<file path="config.mk">
export PLATFORM = sky130hd
export DESIGN_NAME = counter_run_ctrl
export DESIGN_NICKNAME = d
export VERILOG_FILES = /design/src/rtl/counter_pkg.sv /design/src/rtl/key_debounce.sv /design/src/rtl/counter_run_ctrl.sv
export SDC_FILE = /design/constraint.sdc
export NUM_CORES = 1
export LEC_CHECK = 0
export BUFFER_PORTS_ARGS = -buffer_cell sky130_fd_sc_hd__buf_2
export CAP_MARGIN = 20
export CORE_ASPECT_RATIO = 0.9
export CORE_MARGIN = 2
export CORE_UTILIZATION = 37
export CTS_BUF_LIST = sky130_fd_sc_hd__clkbuf_4 sky130_fd_sc_hd__clkbuf_8 sky130_fd_sc_hd__clkbuf_16
export CTS_CLUSTER_SIZE = 40
export DETAILED_ROUTE_END_ITERATION = 10
export PLACE_DENSITY = 0.54
export SLEW_MARGIN = 5
export SYNTH_ARGS = -nofsm -noshare
export SYNTH_HDL_FRONTEND = slang
export SYNTH_HIERARCHICAL = 1
export SYNTH_SLANG_ARGS = --single-unit
</file>
<file path="constraint.sdc">
create_clock -name Clock -period 3.9 [get_ports Clock]
set_input_delay 0.78 -clock Clock [delete_from_list [all_inputs] [get_ports Clock]]
set_output_delay 0.78 -clock Clock [all_outputs]
set_load 0.005 [all_outputs]
</file>
<file path="src/rtl/counter_pkg.sv">
// ---------------------------------------------------------------------------
// counter_pkg -- shared encodings and defaults for the counter run controller
// Rev 1.0
// ---------------------------------------------------------------------------
`default_nettype none

package counter_pkg;

  typedef enum logic [1:0] {
    ST_IDLE  = 2'd0,
    ST_RUN   = 2'd1,
    ST_PAUSE = 2'd2,
    ST_DONE  = 2'd3
  } state_t;

  typedef enum logic [1:0] {
    RATE_X1 = 2'd0,
    RATE_D1 = 2'd1,
    RATE_D2 = 2'd2,
    RATE_D3 = 2'd3
  } rate_t;

  localparam int DEF_DB_CYCLES = 1000000;
  localparam int DEF_DIV1      = 50000000;
  localparam int DEF_DIV2      = 5000000;
  localparam int DEF_DIV3      = 500000;

  // Bits needed to hold any value in 0..max_val (at least 1).
  function automatic int bits_for(input int max_val);
    int w;
    w = 1;
    while ((longint'(1) << w) <= longint'(max_val)) w = w + 1;
    return w;
  endfunction

endpackage

`default_nettype wire

</file>
<file path="src/rtl/key_debounce.sv">
// ---------------------------------------------------------------------------
// key_debounce -- 2-FF synchronizer, stability-window debounce, press pulse
// Rev 1.0
// ---------------------------------------------------------------------------
`default_nettype none

module key_debounce
  import counter_pkg::*;
#(
  parameter int DB_CYCLES = DEF_DB_CYCLES
) (
  input  logic Clock,
  input  logic Resetn,
  input  logic key_n,
  output logic press
);

  localparam int CW = bits_for(DB_CYCLES);
  localparam logic [CW-1:0] CNT_LAST = CW'(DB_CYCLES - 1);

  logic          sync1;
  logic          sync2;
  logic          level;
  logic [CW-1:0] cnt;

  always_ff @(posedge Clock) begin
    if (!Resetn) begin
      sync1 <= 1'b1;
      sync2 <= 1'b1;
      level <= 1'b1;
      cnt   <= '0;
      press <= 1'b0;
    end else begin
      sync1 <= key_n;
      sync2 <= sync1;
      press <= 1'b0;
      // Any sample agreeing with the current level restarts the window.
      if (sync2 == level) begin
        cnt <= '0;
      end else if (cnt == CNT_LAST) begin
        level <= sync2;
        cnt   <= '0;
        press <= ~sync2;
      end else begin
        cnt <= cnt + CW'(1);
      end
    end
  end

endmodule

`default_nettype wire

</file>
<file path="src/rtl/counter_run_ctrl.sv">
// ---------------------------------------------------------------------------
// counter_run_ctrl -- key-driven run/pause/stop control with rate prescaler
// Rev 1.0
// ---------------------------------------------------------------------------
`default_nettype none

module counter_run_ctrl
  import counter_pkg::*;
#(
  parameter int N         = 24,
  parameter int DB_CYCLES = DEF_DB_CYCLES,
  parameter int DIV1      = DEF_DIV1,
  parameter int DIV2      = DEF_DIV2,
  parameter int DIV3      = DEF_DIV3
) (
  input  logic         Clock,
  input  logic         Resetn,
  input  logic         KeyStartn,
  input  logic         KeyStopn,
  input  logic [1:0]   Rate,
  input  logic [N-1:0] Limit,
  input  logic [N-1:0] Count,
  output logic         CntEnable,
  output logic         CntClear,
  output logic         Done,
  output logic [1:0]   State
);

  localparam int MAX_DIV = (DIV1 > DIV2) ? ((DIV1 > DIV3) ? DIV1 : DIV3)
                                         : ((DIV2 > DIV3) ? DIV2 : DIV3);
  localparam int PW = bits_for(MAX_DIV - 1);

  logic          start_press;
  logic          stop_press;
  state_t        state;
  state_t        state_nxt;
  logic [PW-1:0] pre;
  logic [PW-1:0] pre_nxt;
  logic [PW-1:0] div_m1;
  logic          tick;
  logic          en_nxt;
  logic          clr_nxt;
  logic [N-1:0]  eff;

  key_debounce #(.DB_CYCLES(DB_CYCLES)) u_start_key (
    .Clock  (Clock),
    .Resetn (Resetn),
    .key_n  (KeyStartn),
    .press  (start_press)
  );

  key_debounce #(.DB_CYCLES(DB_CYCLES)) u_stop_key (
    .Clock  (Clock),
    .Resetn (Resetn),
    .key_n  (KeyStopn),
    .press  (stop_press)
  );

  always_comb begin
    div_m1 = '0;
    case (rate_t'(Rate))
      RATE_D1: div_m1 = PW'(DIV1 - 1);
      RATE_D2: div_m1 = PW'(DIV2 - 1);
      RATE_D3: div_m1 = PW'(DIV3 - 1);
      default: div_m1 = '0;
    endcase
  end

  assign tick = (state == ST_RUN) && (pre >= div_m1);

  // The datapath lags one cycle behind our strobes: a pending clear means it
  // is about to read 0, a pending enable means it is about to read Count+1.
  assign eff = CntClear ? '0 : Count + {{(N-1){1'b0}}, CntEnable};

  always_comb begin
    state_nxt = state;
    pre_nxt   = pre;
    en_nxt    = 1'b0;
    unique case (state)
      ST_IDLE: begin
        if (start_press && !stop_press) begin
          state_nxt = ST_RUN;
          pre_nxt   = '0;
        end
      end
      ST_RUN: begin
        if (tick) begin
          pre_nxt = '0;
          if (eff == Limit) state_nxt = ST_DONE;
          else              en_nxt    = 1'b1;
        end else begin
          pre_nxt = pre + PW'(1);
        end
        if (stop_press) state_nxt = ST_PAUSE;
      end
      ST_PAUSE: begin
        if (stop_press)       state_nxt = ST_IDLE;
        else if (start_press) state_nxt = ST_RUN;
      end
      ST_DONE: begin
        if (stop_press) begin
          state_nxt = ST_IDLE;
        end else if (start_press) begin
          state_nxt = ST_RUN;
          pre_nxt   = '0;
        end
      end
      default: state_nxt = ST_IDLE;
    endcase

    clr_nxt = (state_nxt == ST_IDLE) || (state == ST_DONE && state_nxt == ST_RUN);
    if (clr_nxt) en_nxt = 1'b0;
  end

  always_ff @(posedge Clock) begin
    if (!Resetn) begin
      state     <= ST_IDLE;
      pre       <= '0;
      CntEnable <= 1'b0;
      CntClear  <= 1'b1;
      Done      <= 1'b0;
    end else begin
      state     <= state_nxt;
      pre       <= pre_nxt;
      CntEnable <= en_nxt;
      CntClear  <= clr_nxt;
      Done      <= (state_nxt == ST_DONE);
    end
  end

  assign State = state;

endmodule

`default_nettype wire

</file>
Word-level counts from Yosys, hierarchy flattened
Index checks and enable logic that the tools add are counted.
W data, S select, Z words.
Cells by class
  $add $sub $neg: 4
  magnitude comparators: 1
  eq/ne operators: 16
  multiplexer cells: 15
  bitwise gates (word level): 9
  reduce and logical (&&, ||, !) cells: 17
Operators by type and width (number)
  $pmux W26 S3: 2
  $mux W26: 4
  $add A20 B1 Y20 const B: 2
  $eq A20 B20 Y1 const B: 2
  $add A26 B1 Y26 const B: 1
  $ge A26 B26 Y1: 1
  $add A24 B1 Y24: 1
  $eq A24 B24 Y1: 1
  $mux W24: 1
  $mux W2: 6
  $reduce_or A3 Y1: 4
  $eq A2 B2 Y1 const B: 5
  $not A1 Y1: 9
  $eq A2 B1 Y1 const B: 3
  $pmux W2 S3: 1
  $logic_not A2 Y1: 2
  $ne A2 B2 Y1 const B: 2
  $reduce_and A2 Y1: 2
  $reduce_and A4 Y1: 1
  $reduce_or A4 Y1: 1
  $logic_and A1 B1 Y1: 3
  $reduce_bool A3 Y1: 1
  $eq A1 B1 Y1: 2
  $ne A2 B1 Y1 const B: 1
  other kinds (4): 4
Storage, ports and cells
  flip-flop bits (word level): 79
  input bits: 54
  output and inout port bits: 5
  logic and storage cells: 77

Logic depth before layout (Yosys ltp)
Gate-level depths: netlist (run 1).
  word-level depth: 11
  depth in mapped cells: 14
  depth with buffers taken out: 13

Modules after synthesis
Netlist (run 1), hierarchy kept.
By module, submodules not included
  counter_run_ctrl: instances 1, cells each 467, area an instance 3385.7 um^2, seq. area each 620.6 um^2
  key_debounce: instances 2, cells each 115, area an instance 1048.5 um^2, seq. area each 480.5 um^2

Least setup slack after synthesis (run 1)
No wires, ideal clock.
  kind: input-to-reg
  start: in Count[2]
  end: reg Done
  library setup time: 0.084 ns
  data arrival time: 3.070 ns
  required time: 3.816 ns
  slack: 0.745 ns
  stages: 9
  buffers on the path: 1
  path through: buf_4 nand3_1 or4_1 or3_1 a21bo_1 a2111o_1 a22oi_2 nand4_1 o31ai_2
On the way
  cells in the longest elaborated chain, start to end: 8
RTL lines
  from (decl): RTL line counter_run_ctrl.sv:22  | input logic [N-1:0] Count,
  $add A24 B1 Y24: RTL line counter_run_ctrl.sv:73  | assign eff = CntClear ? '0 : Count + {{(N-1){1'b0}}, CntEnable};
  $mux W24: RTL line counter_run_ctrl.sv:73
  $eq A24 B24 Y1: RTL line counter_run_ctrl.sv:89  | if (eff == Limit) state_nxt = ST_DONE;
  $mux W2: RTL line counter_run_ctrl.sv:89
  $mux W2: RTL line counter_run_ctrl.sv:87  | if (tick) begin
  $mux W2: RTL line counter_run_ctrl.sv:94  | if (stop_press) state_nxt = ST_PAUSE;
  $pmux W2 S3: RTL line counter_run_ctrl.sv:79  | unique case (state)
  $eq A2 B2 Y1: RTL line counter_run_ctrl.sv:127  | Done <= (state_nxt == ST_DONE);
  to (signal assigned): RTL line counter_run_ctrl.sv:127
  to (decl): RTL line counter_run_ctrl.sv:25  | output logic Done,
No other way between the ends.
A chain may end at the register's enable or synchronous reset.

Final worst setup path (run 1)
  start: in Rate[0]
  end: reg pre[2]
On the way
  cells in the longest elaborated chain, start to end: 6
  elaborated cells between the ends (all ways): 8
  classes of those cells: 1 x order compare; 3 x eq/ne; 3 x mux; 1 x reduce/logical
RTL lines
  from (decl): RTL line counter_run_ctrl.sv:20  | input logic [1:0] Rate,
  $eq A2 B2 Y1 / $eq A2 B1 Y1 (equally long branches): RTL line counter_run_ctrl.sv:61  | case (rate_t'(Rate))
  $pmux W26 S3 (*): RTL line counter_run_ctrl.sv:61
  $ge A26 B26 Y1 (*): RTL line counter_run_ctrl.sv:69  | assign tick = (state == ST_RUN) && (pre >= div_m1);
  $logic_and A1 B1 Y1 (*): RTL line counter_run_ctrl.sv:69
  $mux W26 (*): RTL line counter_run_ctrl.sv:87
  $pmux W26 S3 (*): RTL line counter_run_ctrl.sv:79
  to (signal assigned): RTL line counter_run_ctrl.sv:124  | pre <= pre_nxt;
  to (decl): RTL line counter_run_ctrl.sv:37  | logic [PW-1:0] pre;
Mark *: on every way between the ends. The rest lies on a longest branch, timed or not.

==> impl_metrics.json, run 1 <==
{
  "cts_buffers": 9,
  "whs_ns": 0.404,
  "yosysTopAreaCell": "dfxtp_1",
  "drt-initial-drc-count": 266,
  "cp-endpoint": "pre[2]",
  "design_area_sq_mm": 0.00630,
  "clk_transition_reported_paths_ns": 0.06,
  "dieHeight_microns": 119,
  "synth.avg_cell_area_sq_um": 7.87,
  "status": "finished clean",
  "rows": 42,
  "cts_buffer_depth": 2,
  "synth-edff-count": 0,
  "r2r_slack_ns": 1.01,
  "io_buffer_count": 58,
  "max_stage_delay_ns": 0.43,
  "power_leakage_nw": 2.20,
  "synth_seq_cells": 79,
  "synth_common_cells": "dfxtp_1, nand2_1, nor2_1, nand3_1",
  "grt_pass1_vias": 4896,
  "cp.required_ns": 4.15,
  "synthTopCellsByArea": "dfxtp_1, ha_1, nand3_1",
  "cp_slowest_cell": "o211a_2",
  "power_density_mw_per_mm2": 296,
  "gr-usage-all-layers_pct": 18.1,
  "cts_max_level": 3,
  "hp-class": "flip-flop to flip-flop",
  "place_hpwl_microns": 10800,
  "placed_cells": 939,
  "worstSetupEndpointType": "flip-flop",
  "yosysSeqAreaShare_pct": 28.8,
  "cp_max_fo": 16,
  "startpoint": "Rate[0]",
  "die-area_sq_mm": 0.0158,
  "placed_area_sq_mm": 0.00597,
  "cts-resized-gates": 0,
  "grt_max_degree": 21,
  "worst_pin_slew_ns": 0.659,
  "ios": 59,
  "fin_nets": 837,
  "syn-num-nets": 782,
  "finalPower_mw": 1.87,
  "fin_crit_ns": 3.22,
  "via_per_inst": 5.55,
  "max_slew_margin_pct": 56.0,
  "drive_gt1_share_pct": 13.2,
  "synthMostInstantiatedCell": "dfxtp_1",
  "fin_crit_sh_pct": 82.5,
  "root_buffer": "clkbuf_16",
  "synth_ff_type": "dfxtp_1",
  "die_x_microns": 132,
  "start_util_pct": 37.5,
  "postLayoutCoreUtil_pct": 43.1,
  "cts_setup_buffers": 0,
  "slew_viol_final": 0,
  "path_class": "primary input to flip-flop",
  "worst_ep_arrival_time_ns": 3.47,
  "max_freq_mhz": 311,
  "final_cells": 955,
  "tns_ns": 0,
  "setup_violations": 0,
  "cts_tree": "yes",
  "area.growth.synth_to_final_pct": 14.9,
  "yosysUniqueCellTypes": 72,
  "worst_slack_ns": 0.684,
  "numClockSinks": 79,
  "coreArea_sq_mm": 0.0146,
  "grt_pass1_wl_microns": 23400,
  "antenna_left": 0,
  "hold_viol_final": 0,
  "r2r-end": "Done",
  "start_kind": "primary input",
  "r2r_cells": 9,
  "cts_hold_buf": 0,
  "post-place-ws_ns": 0.375,
  "grt.overflow.total": 0,
  "synth_warnings": 6,
  "antenna_found_initial": 0,
  "synthCells": 697,
  "wire_per_inst_microns": 14.7,
  "crit_cells": 14,
  "synth_area_sq_mm": 0.00548,
  "crit_buf_inv": 4,
  "place_congestion": 0.842,
  "drc": 0,
  "worst_ir_drop_vdd_v": 0.000235,
  "yosysTopAreaCellShare_pct": 28.8,
  "routed_wl_microns": 14100,
  "r2r-start": "CntEnable",
  "hold_depth": 1,
  "cp_cell_sequence": "buf_2 -> inv_1 -> ha_1 -> inv_1 -> ha_1 -> nand2b_1 -> a21o_1 -> a221oi_1 -> o21ai_1 -> a21oi_1 -> o211a_2 -> buf_4 -> nand3b_1 -> a31oi_1",
  "firstDrtPassIters": 5,
  "num_vias": 5297,
  "rsz0062_at_grt": "no",
  "async_flop_share_pct": 0,
  "fin_worst_skew_ns": 0.00954,
  "cp_top_family": "compound AO/OA/AOI/OAI gates",
  "num_antenna_cells": 0,
  "cap_violations": 0,
  "clkLatencyLatePin_ns": 0.34
}
==> layout make-up <==
class | count | area, sq um
fill | 1511 | 8310
multi-input combinational | 565 | 3680
sequential | 79 | 1580
timing repair buffer | 65 | 343
tap | 198 | 248
clock buffer | 11 | 246
inverter | 32 | 120
clock inverter | 5 | 81.3
==> per-layer routing <==
| metal | routed length [microns] | GRT usage, % | up-vias | share of wire [%] |
|---|---|---|---|---|
| met3 | 490 | 3.45 | 18 | 3.5 |
| met1 | 7060 | 25.0 | 2476 | 50 |
| li1 | - | - | 2697 | - |
| met4 | 229 | 5.85 | 0 | 1.6 |
| met2 | 6310 | 28.4 | 106 | 45 |
| met5 | 0 | 0 | - | 0 |
==> flip-flops by register name, summed over array words and instances, names as in the netlist, 2 cells and up <==
register,flops
State,2
pre,26
u_start_key/cnt,20
u_stop_key/cnt,20
==> worst min-delay path by stage <==
stage	start	to	slack [ns]
after global placement	u_stop_key/sync1	u_stop_key/sync2	0.40
after floorplan	u_start_key/sync1	u_start_key/sync2	0.39
final	u_start_key/sync1	u_start_key/sync2	0.40
after CTS	u_start_key/sync1	u_start_key/sync2	0.41
after global routing	u_stop_key/sync1	u_stop_key/sync2	0.43
after detailed placement	u_start_key/sync1	u_start_key/sync2	0.40
==> cells in the final DEF, fill, tap and decap left out, types with 11 or more instances in the layout <==
cell	Yosys	layout
xnor2_1	27	27
buf_2	3	58
nor2_1	64	64
or4_1	15	15
xor2_1	21	21
a21oi_1	26	26
nand2_1	70	70
ha_1	31	31
nor3_1	16	16
a31oi_1	15	15
nor4_1	23	23
o21ai_0	29	29
nand4_1	22	22
inv_1	31	31
dfxtp_1	79	79
and3_1	11	11
nand3_1	53	53
==> cells by family (layout without fill, tap and decap cells) <==
logic type	after synthesis	after routing	share of synthesized area, %
and+or+nand+nor	343	343	33.7
adders and majority gates	31	31	7.07
xor gates and xnor gates	51	51	8.92
AOI/OAI and AO/OA	137	137	16.9
muxes	3	3	0.548
DFF	79	79	28.8
buffers and inverters	53	113	4.04
==> worst register-to-register path, cell delays in order, from the launching register on <==
cell	delay (ns)
dfxtp_1	0.39
ha_1	0.17
nand3_1	0.13
or4_1	0.55
or3_1	0.38
a21bo_1	0.21
a2111o_1	0.37
a22oi_2	0.22
nand4_1	0.17
o31ai_2	0.22
==> power by group <==
part	internal (mW)	switching [mW]
Sequential	0.809	0.00163
Clock	0.585	0.328
Combinational	0.0619	0.0797
No activity file was read; power rests on OpenSTA's default activity.
==> inputs of run 2 (changes only) <==
ABC_AREA = 1   (was unset)
clock period = 3 ns   (was 3.9 ns; I/O delays follow)
==> impl_metrics.json, run 2 <==
{
  "clkLatencyLatePin_ns": 0.34,
  "firstDrtPassIters": 5,
  "hold_viol_final": 0,
  "numClockSinks": 79,
  "async_flop_share_pct": 0,
  "fin_crit_ns": 2.55,
  "power_density_mw_per_mm2": 357,
  "rows": 44,
  "cts_hold_buf": 0,
  "io_buffer_count": 58,
  "yosysTopAreaCell": "dfxtp_1",
  "cts_setup_buffers": 0,
  "place_congestion": 0.877,
  "synth-edff-count": 0,
  "cts_max_level": 3,
  "design_area_sq_mm": 0.00695,
  "hp-class": "flip-flop to flip-flop",
  "cts_buffer_depth": 2,
  "grt_pass1_wl_microns": 25800,
  "path_class": "primary input to flip-flop",
  "reg_top3": "pre x26, u_start_key/cnt x20, u_stop_key/cnt x20",
  "hp-start": "u_stop_key/sync1",
  "die-area_sq_mm": 0.0176,
  "synth_seq_cells": 79,
  "worstSetupEndpointType": "flip-flop",
  "worst_ir_drop_vdd_v": 0.000348,
  "start_util_pct": 37.9,
  "clk_transition_reported_paths_ns": 0.07,
  "die_x_microns": 139,
  "final_cell_mix": "nand2_1, inv_1, nor2_1",
  "hold_depth": 2,
  "startpoint": "Rate[0]",
  "cts_tree": "yes",
  "cts_buffers": 9,
  "cp.required_ns": 3.28,
  "worst_ep_arrival_time_ns": 2.84,
  "drc": 0,
  "r2r_slack_ns": 0.54,
  "yosysUniqueCellTypes": 40,
  "grt_max_degree": 40,
  "cts-resized-gates": 0,
  "synth_warnings": 6,
  "coreArea_sq_mm": 0.0161,
  "worst_pin_slew_ns": 0.682,
  "syn-num-nets": 1046,
  "p_sw_mw": 0.613,
  "wire_per_inst_microns": 12.1,
  "synthTopCellsByArea": "dfxtp_1, nand2_1, nand3_1",
  "num_antenna_cells": 0,
  "synth_area_sq_mm": 0.00611,
  "r2r-end": "CntEnable",
  "drt-initial-drc-count": 318,
  "slew_viol_final": 0,
  "via_per_inst": 4.80,
  "synthMostInstantiatedCell": "nand2_1",
  "p_int_mw": 1.87,
  "gr-usage-all-layers_pct": 17.6,
  "power_leakage_nw": 2.75,
  "root_buffer": "clkbuf_16",
  "place_hpwl_microns": 11700,
  "placed_area_sq_mm": 0.00662,
  "yosysTopAreaCellShare_pct": 25.9,
  "fin_worst_skew_ns": 0.00650,
  "synth_ff_type": "dfxtp_1",
  "r2r-start": "CntEnable",
  "antenna_found_initial": 0,
  "synth_common_cells": "nand2_1, inv_1, nor2_1, nand3_1, dfxtp_1",
  "synth.avg_cell_area_sq_um": 6.36,
  "dieHeight_microns": 126,
  "num_vias": 5924,
  "max_slew_margin_pct": 54.5,
  "swShare_pct": 24.7,
  "clock_power_share_pct": 50.1,
  "max_freq_mhz": 391,
  "largest_register": "pre",
  "fin_crit_sh_pct": 85.1,
  "mostFrequentLayoutCell": "nand2_1",
  "grt.overflow.total": 0,
  "cp-endpoint": "CntEnable",
  "p_comb_share_pct": 7.4,
  "drive_gt1_share_pct": 15.5,
  "antenna_left": 0,
  "start_kind": "primary input",
  "rsz0062_at_grt": "no",
  "fillers": 1737,
  "cap_violations": 0,
  "routed_wl_microns": 15000,
  "fin_nets": 1108,
  "r2r_cells": 16,
  "area.growth.synth_to_final_pct": 13.8,
  "yosysSeqAreaShare_pct": 25.9,
  "largest_reg_flops": 26,
  "tns_ns": 0,
  "cp_max_fo": 6,
  "synthCells": 961,
  "setup_violations": 0,
  "grt_pass1_vias": 5327,
  "status": "finished clean",
  "seqPwrFrac_pct": 42.5,
  "ios": 59
}
[run 2: cell count changes after synthesis, sizes merged, moves of 9 or more]
cell and delta:
a31oi -15, nor2 +86, nor4 -17, nand4 +14, xnor2 -13, or4 -20
a21oi +27, or3 -10, and3 -11, nand2 +194, clkbuf -9, o21ai -21
inv +95, nand3 +56
[run 2: worst min-delay path by stage]
stage,to,slack [ns]
finish,u_stop_key/sync2,0.40
global route,u_start_key/sync2,0.42
CTS,u_start_key/sync1,0.41
detailed placement,u_start_key/sync2,0.39
global placement,u_stop_key/sync2,0.39
floorplan,u_start_key/sync2,0.38
[run 2: power by group through the flow]
| stage | combinational [mW] | clock, mW | sequential, mW |
|---|---|---|---|
| floorplan | 0.107 | 0 | 1.08 |
| global placement | 0.184 | 0 | 1.08 |
| detailed placement | 0.184 | 0 | 1.08 |
| CTS | 0.185 | 1.28 | 1.05 |
| global route | 0.213 | 1.33 | 1.05 |
| finish | 0.184 | 1.24 | 1.05 |
[run 2: logic make-up (layout without fill, tap and decap cells)]
kind of cell,after synthesis,count (layout),synth area share (%)
and+or+nand+nor,593,593,46.2
buffers and inverters,143,210,9.48
AOI/OAI and AO/OA,87,87,8.07
DFF,79,79,25.9
adders and majority gates,31,31,6.35
xor gates and xnor gates,28,28,4.01
[run 2: layout make-up]
cell class | instances | area, sq um | area share [%]
Timing Repair Buffer | 65 | 343 | 4.93
Sequential cell | 79 | 1580 | 22.7
Inverter | 129 | 484 | 6.96
Clock inverter | 7 | 109 | 1.57
Multi-Input combinational cell | 739 | 3950 | 56.8
Clock buffer | 9 | 225 | 3.24
Tap cell | 207 | 259 | 3.73
[run 2: worst max-delay path, stage by stage]
cell and delay (ns):
buf_2 0.10, inv_1 0.10, ha_1 0.25, inv_1 0.13, o21ai_0 0.15, ha_1 0.30
nand2_1 0.08, nor4_1 0.31, nand3_1 0.13, nand3_2 0.11, nand2_2 0.11, inv_2 0.12
nand3_1 0.08, nand2_1 0.09, nand2_2 0.07, a21oi_2 0.11
[run 2: stage by stage]
| stage | cells | hold WS, ns | setup slack [ns] | util, % | power, mW |
|---|---|---|---|---|---|
| final | 1235 | 0.405 | 0.446 | 43.1 | 2.48 |
| after global routing | 1235 | 0.422 | 0.187 | 43.1 | 2.59 |
| after CTS | 1235 | 0.406 | 0.463 | 43.1 | 2.52 |
| after detailed placement | 1219 | 0.392 | 0.101 | 41.0 | 1.26 |
| after global placement | 1219 | 0.390 | 0.156 | 41.0 | 1.26 |
| after floorplan | 961 | 0.380 | 0.371 | - | 1.18 |
[run 2: metal layers]
metal	track usage [%]	part of all wire (%)	wire length [microns]
met5	0	0	0
met4	4.22	0.51	76
met3	3.04	3.3	502
met2	27.1	43	6430
met1	25.5	53	8000
